### config.mk
export PLATFORM = sky130hd
export DESIGN_NAME = soc_membus_arbiter
export DESIGN_NICKNAME = d
export VERILOG_FILES = /design/src/rtl/soc_membus_arbiter.sv
export SDC_FILE = /design/constraint.sdc
export NUM_CORES = 1
export LEC_CHECK = 0
export CORE_AREA = 4 4 119 121
export DETAILED_ROUTE_END_ITERATION = 6
export DIE_AREA = 0 0 123 125
export GPL_ROUTABILITY_DRIVEN = 0
export PLACE_DENSITY = 0.64
export SLEW_MARGIN = 20
export SYNTH_ARGS = -nofsm -noshare
export SYNTH_HDL_FRONTEND = slang
export SYNTH_SLANG_ARGS = --single-unit
### constraint.sdc
create_clock -name clk -period 5.5 [get_ports clk]
set_input_delay 1.1 -clock clk [delete_from_list [all_inputs] [get_ports clk]]
set_output_delay 1.1 -clock clk [all_outputs]
set_load 0.005 [all_outputs]
### src/rtl/soc_membus_arbiter.sv
// Two-master arbiter for one shared memory slave.
// Registered grant, alternating tie-break, per-transaction timeout.
module soc_membus_arbiter #(
    parameter int ADDR_WIDTH = 32,
    parameter int TIMEOUT    = 64
) (
    input  logic                  clk,
    input  logic                  res,
    input  logic                  m0_req,
    input  logic [ADDR_WIDTH-1:0] m0_addr,
    input  logic [31:0]           m0_wdata,
    input  logic [3:0]            m0_wstrb,
    output logic                  m0_ready,
    output logic [31:0]           m0_rdata,
    output logic                  m0_err,
    input  logic                  m1_req,
    input  logic [ADDR_WIDTH-1:0] m1_addr,
    input  logic [31:0]           m1_wdata,
    input  logic [3:0]            m1_wstrb,
    output logic                  m1_ready,
    output logic [31:0]           m1_rdata,
    output logic                  m1_err,
    output logic                  s_req,
    output logic [ADDR_WIDTH-1:0] s_addr,
    output logic [31:0]           s_wdata,
    output logic [3:0]            s_wstrb,
    input  logic                  s_ready,
    input  logic [31:0]           s_rdata,
    output logic [1:0]            grant
);

    typedef enum logic [1:0] {
        IDLE  = 2'd0,
        BUSY0 = 2'd1,
        BUSY1 = 2'd2
    } state_t;

    localparam logic [15:0] CNT_MAX = 16'(TIMEOUT - 1);

    state_t      state;
    state_t      state_n;
    logic        last;
    logic        last_n;
    logic [15:0] cnt;
    logic        expire;

    assign expire = (cnt == CNT_MAX);

    // State and last-served master registers.
    always_ff @(posedge clk or negedge res) begin
        if (!res) begin
            state <= IDLE;
            last  <= 1'b1;
        end else begin
            state <= state_n;
            last  <= last_n;
        end
    end

    // Timeout counter: restarts on every new grant, ages while waiting.
    always_ff @(posedge clk or negedge res) begin
        if (!res) begin
            cnt <= 16'd0;
        end else if (state_n != state) begin
            cnt <= 16'd0;
        end else if (state != IDLE) begin
            cnt <= cnt + 16'd1;
        end
    end

    // Arbitration, slave forwarding and completion/timeout responses.
    always_comb begin
        state_n  = state;
        last_n   = last;
        grant    = 2'b00;
        s_req    = 1'b0;
        s_addr   = '0;
        s_wdata  = '0;
        s_wstrb  = '0;
        m0_ready = 1'b0;
        m0_rdata = '0;
        m0_err   = 1'b0;
        m1_ready = 1'b0;
        m1_rdata = '0;
        m1_err   = 1'b0;
        unique case (state)
            IDLE: begin
                if (m0_req && m1_req) begin
                    state_n = last ? BUSY0 : BUSY1;
                end else if (m0_req) begin
                    state_n = BUSY0;
                end else if (m1_req) begin
                    state_n = BUSY1;
                end
            end
            BUSY0: begin
                grant   = 2'b01;
                s_req   = 1'b1;
                s_addr  = m0_addr;
                s_wdata = m0_wdata;
                s_wstrb = m0_wstrb;
                if (s_ready || expire) begin
                    m0_ready = 1'b1;
                    m0_rdata = s_ready ? s_rdata : 32'd0;
                    m0_err   = !s_ready;
                    last_n   = 1'b0;
                    state_n  = m1_req ? BUSY1 : IDLE;
                end
            end
            BUSY1: begin
                grant   = 2'b10;
                s_req   = 1'b1;
                s_addr  = m1_addr;
                s_wdata = m1_wdata;
                s_wstrb = m1_wstrb;
                if (s_ready || expire) begin
                    m1_ready = 1'b1;
                    m1_rdata = s_ready ? s_rdata : 32'd0;
                    m1_err   = !s_ready;
                    last_n   = 1'b1;
                    state_n  = m0_req ? BUSY0 : IDLE;
                end
            end
            default: begin
                state_n = IDLE;
            end
        endcase
    end

endmodule

==> results.md <==
* DP HPWL at 12700 µm
* Post-route setup TNS at 0 ns
* Critical Path Fanout Max at 38
* Register area share after synthesis at 0.170
* Leading cell types by total area after synthesis: a22oi_1 (18%), dfrtp_1 (16%), nor2b_1 (15%)
* Post-synth EDFFs at 0
* Status: complete, no violations
* 1st-iter DRT viols at 186
* Count leader, synth: nor2b_1
* Worst-path clk slew at 0.05 ns
* Area Growth Syn to Fin at 117%
* Vias at 3925
* Skew-Pair Late Insertion Delay at 0.25 ns
* Worst-Margin Slew at 1.09 ns
* FMAX at 238 MHz
* Synth area leader: a22oi_1
* CP max stage delay at 0.98 ns
* CP Capture Type: primary output
* Design area at 0.00608 mm²
* Row Count at 42
* Deepest clock path buffer count at 2
* Peak VDD IR at 236 µV
* Hold buffer count at CTS at 0
* Critical path type: reg -> out
* Vias per std cell at 4.79
* Grt ovf at 0
* Clock sink total at 19
* Synthesized Nets at 548
* Leakage at 2.32 nW
* Synth top cells by count: nor2b_1 (69), a22oi_1 (68), and3_1 (65)
* Mapped Cells at 369
* Router iterations before antenna repair at 4
* IO buf count at 311
* Post-route ant nets at 0
* Skew final at 0.00404 ns
* Die Ht at 125 µm
* Post-synth ARST share at 1.00
* Period utilization at 0.765
* Hold Crit Class: reg -> reg
* Bufs and invs on worst path at 3
* Share of the synthesized area in the top cell type at 0.182
* Starting Density at 0.214
* Worst EP arrival at 3.11 ns
* First-pass GRT wire length at 23500 µm
* GRT Util Overall at 0.194
* H-tree depth at 1
* Cell family with most CP delay: buffers and inverters
* Die ar. at 0.0154 mm²
* Ys Warns at 0
* Seq cells post-synth at 19
* Fill cells at 1266
* Layout cells sized above 1 at 0.0419
* # nets final at 824
* Finish-stage setup viols at 0
* Pwr Density at 303 mW/mm²
* Max Cap Viol at 0
* Cell Area, Synth at 0.00280 mm²
* PostCTS Resize Cnt at 0
* Slew Limit Headroom at 0.275
* Crit-path cells: inv_1 > ha_1 > buf_4 > nor2b_1 > clkdlybuf4s50_1
* Drt drc at 0
* Wire per inst at 19.4 µm
* Final slew viol count at 0
* N_diodes at 0
* Worst EP required at 4.40 ns
* Placed Area at 0.00600 mm²
* Startpoint Class: register
* Syn Area/Cell at 7.60 µm²
* # IOs at 312
* Primary FF master, synth: dfrtp_1
* Root Driver: clkbuf_16
* Sequential Area at 477 µm²
* Distinct cell type count after synthesis at 46
* Vias in the first global route at 3966
* Power after layout at 1.84 mW
* Footprint of the multi-input gates at 0.00214 mm²
* Antenna violations before repair at 0
* RSZ-0062 raised after global routing: no
* Final WL at 15900 µm
* Tmin final at 4.21 ns
* CTS tree: done
* CTS buffer count at 3
* Die Wd at 123 µm
* Core area at 0.0131 mm²
* Largest net degree at the start of global routing at 109
* Post-CTS setup buffers at 0
* Slowest-stage cell, CP: ha_1
* Final hold vios at 0
layout by cell type, fill, tap and decap left out, types with 4 or more instances in the layout:
cell type	n
a22oi_1	68
and3_1	65
clkdlybuf4s50_1	311
dfrtp_1	18
ha_1	4
inv_1	7
nand2_1	12
nand3_1	6
nor2_1	5
nor2b_1	69
nor3_1	10
nor3_2	10
xnor2_1	11
xor2_1	4
through the flow:
stage          hold WS, ns  instances  utilization  setup slack (ns)
5_1_grt              0.548        820        0.464              1.10
3_5_place_dp         0.522        816        0.458              1.49
4_1_cts              0.530        820        0.464              1.26
2_1_floorplan        0.506        369            -              2.56
6_report             0.528        820        0.464              1.29
3_3_place_gp         0.525        816        0.458              1.52
path summary, 6_finish.rpt:
kind | from | to | slack (ns) | cells past startpoint
min in group asynchronous | res | cnt[5] | 1.34 | 1
worst max register to register | state[1] | cnt[9] | 2.59 | 6
max in group asynchronous | res | cnt[13] | 3.63 | 1
worst min-delay path | last | last | 0.53 | 1
worst max-delay path | state[0] | s_addr[12] | 1.29 | 5
worst min register to register | last | last | 0.53 | 1
report_power, final:
part	switching [mW]	total (mW)	leakage [nW]	internal [mW]
Sequential	0.0255	0.186	0.258	0.161
Clock	0.0541	0.152	0.0409	0.0976
Combinational	0.699	1.50	2.02	0.802
Total	0.779	1.84	2.32	1.06
registers in the layout, summed over array words and instances, names as in the netlist:
name and cells:
cnt 16, state 2, last 1
worst register-to-register path, stage by stage (launching register included):
cell	delay (ns)
dfrtp_1	0.46
inv_1	0.25
ha_4	0.89
o21ai_0	0.29
a2111o_1	0.48
o31ai_4	0.24
nor3_1	0.15
area by class of cell:
| cell class | count | area share |
|---|---|---|
| timing repair buffer | 314 | 0.516 |
| multi-input combinational | 300 | 0.352 |
| sequential | 19 | 0.0785 |
| tap | 176 | 0.0362 |
| clock buffer | 3 | 0.0124 |
| inverter | 7 | 0.00432 |
| clock inverter | 1 | 0.000824 |
routing by layer:
metal,up-vias,GRT usage,wire length (µm),part of all wire
met5,-,0,0,0
met4,0,0.0274,246,0.015
met3,14,0.0628,1330,0.083
met2,147,0.362,8610,0.54
met1,1862,0.218,5730,0.36
li1,1902,-,-,-
logic make-up (layout without fill, tap and decap cells):
logic type / count (synthesis) / count (layout) / share of synthesized area
and+or+nand+nor: 190 / 190 / 0.434
AOI/OAI and AO/OA: 88 / 88 / 0.242
buffers and inverters: 50 / 325 / 0.0763
adders and majority gates: 6 / 6 / 0.0268
DFF: 19 / 19 / 0.170
muxes: 1 / 1 / 0.00357
xor gates and xnor gates: 15 / 15 / 0.0469
Note: power is estimated with default switching activity, not from simulation.
